==> src/rtl/video_route_controller.sv <==
// video_route_controller
//
// Sequences the board video-switch pins between monitor-interface requests and
// back-panel button overrides. Every routing change is break-before-make:
// blank the output, switch the routing, let the path settle, then re-enable.
//
// Optional feature macro: FORMAT_RESYNC_EN
//   When defined, a change of video_format seen in IDLE also runs a full
//   blank/apply/settle/enable sequence, and the stored format register is
//   updated at APPLY. When undefined, video_format is ignored.
//
// Parameters:
//   BLANK_CYCLES   cycles spent blanked before routing switches (>= 1, < 2^24)
//   SETTLE_CYCLES  cycles after switching before re-enable       (>= 1, < 2^24)
//
// Ports:
//   clk_50mhz_in      system clock
//   reset             asynchronous active-high reset
//   host_video_oe_x   requested output enable (active low)
//   host_int_ext_x    requested source select
//   host_hd_sd_x      requested HD/SD select
//   host_rgb_comp_x   requested RGB/component select
//   btn_force_pulse   one-cycle pulse, toggles forced mode
//   btn_src_pulse     one-cycle pulse, toggles forced source
//   video_format      current detected format code
//   video_oe_x        applied output enable (active low)
//   int_ext_x         applied source select
//   hd_sd_x           applied HD/SD select
//   rgb_comp_x        applied RGB/component select
//   forced            forced mode active
//   busy              high whenever a sequence is in progress
//   change_done       one-cycle pulse when a sequence completes

module video_route_controller #(
    parameter int unsigned BLANK_CYCLES  = 50000,
    parameter int unsigned SETTLE_CYCLES = 500000
) (
    input  logic       clk_50mhz_in,
    input  logic       reset,
    input  logic       host_video_oe_x,
    input  logic       host_int_ext_x,
    input  logic       host_hd_sd_x,
    input  logic       host_rgb_comp_x,
    input  logic       btn_force_pulse,
    input  logic       btn_src_pulse,
    input  logic [7:0] video_format,
    output logic       video_oe_x,
    output logic       int_ext_x,
    output logic       hd_sd_x,
    output logic       rgb_comp_x,
    output logic       forced,
    output logic       busy,
    output logic       change_done
);

    localparam logic [2:0] IDLE   = 3'd0;
    localparam logic [2:0] BLANK  = 3'd1;
    localparam logic [2:0] APPLY  = 3'd2;
    localparam logic [2:0] SETTLE = 3'd3;
    localparam logic [2:0] ENABLE = 3'd4;

    // The counter is loaded on state entry and the state is left on the cycle
    // it reads zero, so a load of N-1 gives exactly N cycles in the state.
    localparam logic [23:0] BLANK_LOAD  = 24'(BLANK_CYCLES - 1);
    localparam logic [23:0] SETTLE_LOAD = 24'(SETTLE_CYCLES - 1);

    // Routing vectors are packed as {int_ext, hd_sd, rgb_comp}.
    localparam logic [2:0] ROUTE_RESET = 3'b101;

    logic [2:0]  state_q, state_d;
    logic [23:0] cnt_q, cnt_d;
    logic        oe_q, oe_d;
    logic [2:0]  route_q, route_d;
    logic        done_q, done_d;
    logic        forced_q;
    logic        forced_src_q;

    logic        tgt_oe;
    logic [2:0]  tgt_route;
    logic        route_diff;
    logic        fmt_diff;

    // Forced mode pins the output enabled and overrides only the source select.
    assign tgt_oe     = forced_q ? 1'b0 : host_video_oe_x;
    assign tgt_route  = {(forced_q ? forced_src_q : host_int_ext_x), host_hd_sd_x, host_rgb_comp_x};
    assign route_diff = (tgt_route != route_q);

`ifdef FORMAT_RESYNC_EN
    logic [7:0] fmt_q, fmt_d;

    assign fmt_diff = (video_format != fmt_q);

    always_ff @(posedge clk_50mhz_in or posedge reset) begin
        if (reset) begin
            fmt_q <= 8'h00;
        end else begin
            fmt_q <= fmt_d;
        end
    end
`else
    logic unused_video_format;

    assign fmt_diff            = 1'b0;
    assign unused_video_format = ^video_format;
`endif

    always_comb begin
        state_d = state_q;
        cnt_d   = cnt_q;
        oe_d    = oe_q;
        route_d = route_q;
        done_d  = 1'b0;
`ifdef FORMAT_RESYNC_EN
        fmt_d   = fmt_q;
`endif

        case (state_q)
            IDLE: begin
                if (route_diff || fmt_diff) begin
                    state_d = BLANK;
                    cnt_d   = BLANK_LOAD;
                    oe_d    = 1'b1;
                end else begin
                    // Enable-only changes need no break-before-make.
                    oe_d = tgt_oe;
                end
            end
            BLANK: begin
                oe_d = 1'b1;
                if (cnt_q == 24'd0) begin
                    state_d = APPLY;
                end else begin
                    cnt_d = cnt_q - 24'd1;
                end
            end
            APPLY: begin
                oe_d    = 1'b1;
                route_d = tgt_route;
`ifdef FORMAT_RESYNC_EN
                fmt_d   = video_format;
`endif
                state_d = SETTLE;
                cnt_d   = SETTLE_LOAD;
            end
            SETTLE: begin
                oe_d = 1'b1;
                if (cnt_q == 24'd0) begin
                    state_d = ENABLE;
                end else begin
                    cnt_d = cnt_q - 24'd1;
                end
            end
            ENABLE: begin
                done_d = 1'b1;
                if (route_diff) begin
                    // Request moved after APPLY: go straight round again and
                    // keep the output blanked between the two sequences.
                    state_d = BLANK;
                    cnt_d   = BLANK_LOAD;
                    oe_d    = 1'b1;
                end else begin
                    state_d = IDLE;
                    oe_d    = tgt_oe;
                end
            end
            default: begin
                state_d = IDLE;
                oe_d    = 1'b1;
            end
        endcase
    end

    always_ff @(posedge clk_50mhz_in or posedge reset) begin
        if (reset) begin
            state_q <= IDLE;
            cnt_q   <= 24'd0;
            oe_q    <= 1'b1;
            route_q <= ROUTE_RESET;
            done_q  <= 1'b0;
        end else begin
            state_q <= state_d;
            cnt_q   <= cnt_d;
            oe_q    <= oe_d;
            route_q <= route_d;
            done_q  <= done_d;
        end
    end

    // Button toggles are honoured in every state, including mid-sequence.
    always_ff @(posedge clk_50mhz_in or posedge reset) begin
        if (reset) begin
            forced_q     <= 1'b0;
            forced_src_q <= 1'b1;
        end else begin
            forced_q     <= forced_q ^ btn_force_pulse;
            forced_src_q <= forced_src_q ^ btn_src_pulse;
        end
    end

    assign video_oe_x  = oe_q;
    assign int_ext_x   = route_q[2];
    assign hd_sd_x     = route_q[1];
    assign rgb_comp_x  = route_q[0];
    assign forced      = forced_q;
    assign busy        = (state_q != IDLE);
    assign change_done = done_q;

endmodule
==> config.mk <==
export PLATFORM = sky130hd
export DESIGN_NAME = video_route_controller
export DESIGN_NICKNAME = d
export VERILOG_FILES = /design/src/rtl/video_route_controller.sv
export SDC_FILE = /design/constraint.sdc
export NUM_CORES = 1
export LEC_CHECK = 0
export BUFFER_PORTS_ARGS = -buffer_cell sky130_fd_sc_hd__buf_2
export CELL_PAD_IN_SITES_DETAIL_PLACEMENT = 0
export CELL_PAD_IN_SITES_GLOBAL_PLACEMENT = 2
export CORE_MARGIN = 2
export CORE_UTILIZATION = 39
export DETAILED_ROUTE_END_ITERATION = 8
export PLACE_DENSITY_LB_ADDON = 0.1
export SLEW_MARGIN = 10
export SYNTH_ARGS = -nofsm -noshare
export SYNTH_HDL_FRONTEND = slang
export SYNTH_SLANG_ARGS = --single-unit
==> constraint.sdc <==
create_clock -name clk_50mhz_in -period 2.75 [get_ports clk_50mhz_in]
set_input_delay 0.275 -clock clk_50mhz_in [delete_from_list [all_inputs] [get_ports clk_50mhz_in]]
set_output_delay 0.275 -clock clk_50mhz_in [all_outputs]
set_load 0.01 [all_outputs]
==> impl_metrics.ini, run 1 <==
[sta]
grt_setup_unrepaired = no
slew_violations = 0
setup_viol = 0
tns_ns = 0
timing.hold.ws_ns = 0.0726
hold_viol = 0
fin_crit_ns = 2.20
fmax_mhz = 454
tightest_slew_ns = 0.877
relSlewSlack_pct = 41.2
final.setup_skew_ns = 0.00462
fin_crit_sh_pct = 80.0

[global_routing]
grt.overflow.total = 0
grt_usage_pct = 19.9
first_global_vias = 1671
grt_pass1_wl_um = 8380
antenna_found_initial = 0
grt_max_degree = 35

[critical_path]
path_buf_inv = 1
worstPathCellList = inv_1 -> ha_1 -> nor4bb_1 -> nand4_1 -> nor2_2 -> o31ai_1 -> o21a_1
cp_slowest_cell = nor4bb_1
crit_fanout = 9
startpoint_type = flip-flop
crit_path_max_incr_delay_ns = 0.45
crit_type = flip-flop to flip-flop
cp.required_ns = 2.93
cp_top_family = simple AND/OR/NAND/NOR gates
cp-end-kind = flip-flop
cp_data_arrival_time_ns = 2.38

[run_status]
status = finished clean

[final_layout]
multi_input_area_mm2 = 0.00104
n_fill_cell = 525
syn_to_final_growth_pct = 12.4
drive_above_1_share_pct = 20.7
area.sequential_um2 = 856
final_cell_mix = 30 x dfrtp_1, 20 x nor2_1, 14 x a31oi_1, 14 x buf_2, 13 x o21ai_0
final_cell_area_mm2 = 0.00224
antennaDiodeCount = 0
fin_nets = 244
final_common_cell = dfrtp_1

[logic_synthesis]
syn_area_mm2 = 0.00199
synth_edf_count = 0
synth_flop_cell = dfrtp_1
syn_nets = 226
async_reset_ff_share_pct = 100
synthCells = 208
ys_ff_latch = 34
ys_warn_count = 0
syn_avg_cell_area_um2 = 9.57
synth_cell_types = 54
yosysSeqAreaShare_pct = 43.0

[cts]
cts_buffers = 5
clk_pin_slew_ns = 0.07
post_cts_buffers = 0
clkLatencyLatePin_ns = 0.29
htreeDepth = 2
cts_root_buf = clkbuf_8
cts_tree = built
cts_hold_buf = 0
cts_resized = 0
cts.path.max_buffers = 2
cts.sinks = 34

[floorplanning]
row_count = 26
die_y_um = 75.4
initial_core_util_pct = 39.7
num_io_pins = 23
die_area_mm2 = 0.00569
coreArea_mm2 = 0.00501
die_w_um = 75.4

[min_path]
hold_class = primary input to async pin

[power]
report.power.total_mw = 1.49
p_leak_nw = 0.948
peakVddDrop_uv = 366
power_density_mw_per_mm2 = 665

[flow_run]
maxCapViolations = 0

[detailed_routing]
wl_um = 5230
drc_errors = 0
vias = 1756
wl_per_cell_um = 17.6
routed_via_density = 5.91
drtAntennaViolNets = 0
drt_iter0_markers = 67
first_pass_iters = 4

[place]
gp_congestion = 0.811
dp_hpwl_um = 3600
dpl-instance-area_mm2 = 0.00213
io_buffers = 14
[per-stage QoR]
stage	worst slack, ns	util [%]	cells
floorplan	0.961	-	208
global placement	0.619	42.5	289
detailed placement	0.597	42.5	289
CTS	0.597	44.7	297
global route	0.310	44.7	297
finish	0.550	44.7	297
[sequential cells by signal (all words and copies together), names as in the netlist]
name and cells:
forced_src_q 1, forced 1, state_q 3, change_done 1, cnt_q 24, route_q 3, video_oe_x 1
[routing by layer]
| layer | GRT usage (%) | vias to the layer above | routed length, um | part of all wire [%] |
|---|---|---|---|---|
| li1 | - | 831 | - | - |
| met4 | 7.80 | 0 | 107 | 2.0 |
| met5 | 0 | - | 0 | 0 |
| met2 | 32.5 | 46 | 2500 | 48 |
| met1 | 25.9 | 870 | 2410 | 46 |
| met3 | 4.10 | 9 | 212 | 4.1 |
[report_power, final]
part | switching, mW | internal, mW | leakage [nW]
Clock | 0.186 | 0.253 | 0.0575
Sequential | 0.141 | 0.607 | 0.414
Combinational | 0.159 | 0.142 | 0.477
Total | 0.486 | 1.00 | 0.948
[cells by family (layout without fill, tap and decap cells)]
| kind of cell | Yosys count | after routing | share of synthesized area, % |
|---|---|---|---|
| simple gates | 76 | 76 | 22.4 |
| compound gates | 70 | 70 | 23.8 |
| flops | 34 | 34 | 43.0 |
| buf+inv | 16 | 35 | 4.78 |
| xor+xnor | 6 | 6 | 2.64 |
| mux | 4 | 4 | 2.14 |
| fa+ha+maj | 2 | 2 | 1.26 |
[worst min-delay path, delay by kind of cell]
kind,cells,cell delay [ns]
buffers and inverters,3,0.51
[layout make-up]
cell class,instances,share of cell area (%)
Tap cell,70,3.91
Timing Repair Buffer,21,5.48
Clock buffer,8,4.92
Multi-Input combinational cell,158,46.5
Inverter,6,1.01
Sequential cell,34,38.2
[cells in the mapped netlist (2+ instances only)]
| cell | number | share of area, % |
|---|---|---|
| nor2_1 | 20 | 3.8 |
| ha_1 | 2 | 1.3 |
| xor2_1 | 2 | 0.88 |
| mux2i_1 | 2 | 1.0 |
| a22o_1 | 2 | 0.88 |
| o2bb2ai_1 | 3 | 1.3 |
| or4_1 | 3 | 1.1 |
| buf_2 | 2 | 0.50 |
| and4_1 | 2 | 0.88 |
| clkbuf_1 | 4 | 0.75 |
| and3_1 | 2 | 0.63 |
| or4_4 | 2 | 1.1 |
| dfrtp_1 | 30 | 38 |
| a31oi_1 | 14 | 4.4 |
| o31ai_1 | 5 | 1.9 |
| o211ai_1 | 2 | 0.75 |
| and2_1 | 2 | 0.63 |
| nand4_1 | 2 | 0.63 |
| nor4_1 | 5 | 1.6 |
| nand2b_1 | 2 | 0.63 |
| nand2_1 | 8 | 1.5 |
| or2_2 | 2 | 0.63 |
| o21ai_0 | 13 | 3.3 |
| a21o_1 | 3 | 1.1 |
| dfstp_2 | 4 | 5.3 |
| nor3_1 | 11 | 2.8 |
| xnor2_1 | 4 | 1.8 |
| buf_6 | 3 | 1.7 |
| or3_1 | 3 | 0.94 |
| a21oi_1 | 11 | 2.8 |
| a31o_1 | 2 | 0.88 |
| inv_1 | 6 | 1.1 |
| mux2_2 | 2 | 1.1 |
| nor2b_1 | 2 | 0.63 |
| a41oi_1 | 4 | 1.8 |
| o31a_1 | 2 | 0.88 |
| nand3_1 | 3 | 0.75 |
[final timing paths]
path                          startpoint      endpoint  slack (ns)  depth (start not counted)
setup / recovery                cnt_q[0]     cnt_q[13]        0.55                          7
hold / removal                     reset     cnt_q[19]        0.07                          3
setup reg to reg                cnt_q[0]     cnt_q[13]        0.55                          7
hold reg to reg                 cnt_q[8]      cnt_q[8]        0.49                          1
max in group asynchronous          reset    route_q[0]        2.34                          3
min in group clk_50mhz_in  btn_src_pulse  forced_src_q        0.13                          2
No activity file was read; power rests on OpenSTA's default activity.
==> run 2, diff against run 1 <==
ABC_AREA = 1   (was not set)
CORE_UTILIZATION = 29   (was 39)
clock period = 1.8 ns   (was 2.75 ns; I/O delays follow)
==> impl_metrics.ini, run 2 <==
[logic_synthesis]
ys_ff_latch = 34
ys_top_cells_by_count = 127 x nand2_1, 50 x nor2_1, 39 x inv_1
synth_edf_count = 0
synth_cell_types = 25
synth_flop_cell = dfrtp_1
synthCells = 341
ys_warn_count = 0
syn_avg_cell_area_um2 = 6.59
syn_area_mm2 = 0.00225
async_reset_ff_share_pct = 100
synth_most_common_cell = nand2_1
syn_nets = 359
netlist.area_leader.share_pct = 33.4
yosysSeqAreaShare_pct = 38.1
yosys.area.top_type = dfrtp_1
synthTopCellsByArea = dfrtp_1 33%, nand2_1 21%, nor2_1 8.3%

[critical_path]
crit_type = flip-flop to flip-flop
startpoint_type = flip-flop
cp.required_ns = 1.99
crit_fanout = 6
cp-end-kind = flip-flop
cp_data_arrival_time_ns = 1.87

[sta]
timing.hold.ws_ns = -0.0187
tightest_slew_ns = 0.455
fmax_mhz = 594
fin_crit_ns = 1.68
relSlewSlack_pct = 69.7
final.setup_skew_ns = 0.00956
hold_viol = 30
slew_violations = 0
setup_slack_ns = 0.117
fin_crit_sh_pct = 93.5
setup_viol = 0
grt_setup_unrepaired = yes

[floorplanning]
coreArea_mm2 = 0.00761
row_count = 32
die_y_um = 92.1
die_w_um = 92.1
die_area_mm2 = 0.00847
num_io_pins = 23
initial_core_util_pct = 29.6

[run_status]
failed_checks = hold timing
status = complete, but fails checks

[flow_run]
maxCapViolations = 0

[cts]
cts_hold_buf = 0
cts.path.max_buffers = 2
cts_tree = built
cts_root_buf = clkbuf_8
htreeDepth = 2
clkLatencyLatePin_ns = 0.29
cts_buffers = 5
cts.sinks = 34
clk_pin_slew_ns = 0.08

[place]
dpl.cell_count = 494
gp_congestion = 0.783
dpl-instance-area_mm2 = 0.00273
preCtsSetupSlack_ns = 0.0676
io_buffers = 14
dp_hpwl_um = 5250

[final_layout]
final_cell_area_mm2 = 0.00297
final_common_cell = nand2_1
reg.largest.list = cnt_q: 24 flops, route_q: 3 flops, state_q: 3 flops
largest_register = cnt_q
instances_no_fill = 511
antennaDiodeCount = 0
syn_to_final_growth_pct = 31.9
drive_above_1_share_pct = 24.9
n_fill_cell = 860
largest_reg_flops = 24
fin_nets = 426
final_cell_mix = 124 x nand2_1, 46 x nor2_1, 46 x buf_4, 37 x inv_1, 30 x dfrtp_1

[detailed_routing]
drt_iter0_markers = 100
drc_errors = 0
routed_via_density = 4.48
wl_per_cell_um = 13.7
vias = 2289
first_pass_iters = 4
drtAntennaViolNets = 0
wl_um = 6980

[min_path]
hold_class = primary input to async pin

[global_routing]
first_global_vias = 2259
grt.overflow.total = 0
grt_pass1_wl_um = 11400
gr-usage-met1_pct = 22.2
grt_usage_pct = 17.4
grt_max_degree = 35
grt_use_met3_pct = 3.04
antenna_found_initial = 0
gr-max-usage-layer = met2
use_met2_pct = 30.0

[power]
peakVddDrop_uv = 218
power_density_mw_per_mm2 = 533
report.power.total_mw = 1.58
p_leak_nw = 1.51
run 2: cell count changes after synthesis, moves of 6 or more:
| cell | delta |
|---|---|
| nor2_1 | +30 |
| nor3_1 | -6 |
| xor2_1 | +7 |
| nand2_1 | +119 |
| inv_1 | +33 |
| nand3_1 | +22 |
| a31oi_1 | -14 |
run 2: layout make-up:
class	instances	area, um2	area share [%]
Multi-Input combinational cell	262	1240	41.9
Sequential cell	34	856	28.8
Timing Repair Buffer	65	494	16.7
Inverter	40	155	5.23
Tap cell	102	128	4.30
Clock buffer	7	86.3	2.91
Clock inverter	1	5.00	0.169
run 2: through the flow:
stage	utilization [%]	TNS [ns]
after floorplan	-	0
after global placement	35.9	0
after detailed placement	35.9	0
after CTS	37.1	0
after global routing	39.0	-0.0105
final	39.0	0
run 2: layer usage:
| metal | vias to the layer above | part of all wire, % |
|---|---|---|
| li1 | 1200 | - |
| met1 | 1056 | 47 |
| met2 | 23 | 49 |
| met3 | 10 | 2.0 |
| met4 | 0 | 1.7 |
| met5 | - | 0 |
run 2: worst paths after layout:
kind | start | to | slack, ns | depth (start not counted)
max | forced_src_q | cnt_q[15] | 0.12 | 10
min | reset | cnt_q[7] | -0.02 | 3
max reg2reg | forced_src_q | cnt_q[15] | 0.12 | 10
min reg2reg | route_q[2] | route_q[2] | 0.51 | 2
max in group asynchronous | reset | forced_src_q | 1.47 | 3
min in group clk_50mhz_in | btn_src_pulse | forced_src_q | 0.03 | 2
run 2: where the power goes:
group	switching (mW)	internal, mW
logic	0.0946	0.0512
clock network	0.300	0.309
registers	0.0233	0.802
run 2: kinds of logic (layout without fill, tap and decap cells):
family | Yosys count | in the layout | share of synthesized area (%)
simple gates | 222 | 223 | 40.9
buf+inv | 46 | 113 | 9.13
flops | 34 | 34 | 38.1
compound gates | 28 | 28 | 7.29
xor+xnor | 9 | 9 | 3.51
fa+ha+maj | 2 | 2 | 1.11
run 2: timing repair:
action                     in CTS  in global routing
setup endpoints to repair       0                 24
gates resized for setup         0                 19
buffers inserted                0                  7
run 2: worst max-delay path: stages, from the launching register on:
cell	delay [ns]
dfstp_2	0.54
nand2_1	0.05
nand2_1	0.09
inv_1	0.05
nand2_1	0.06
nand2_2	0.08
a21oi_4	0.26
nand2_8	0.14
clkbuf_16	0.19
nand2_1	0.06
o21ai_2	0.05
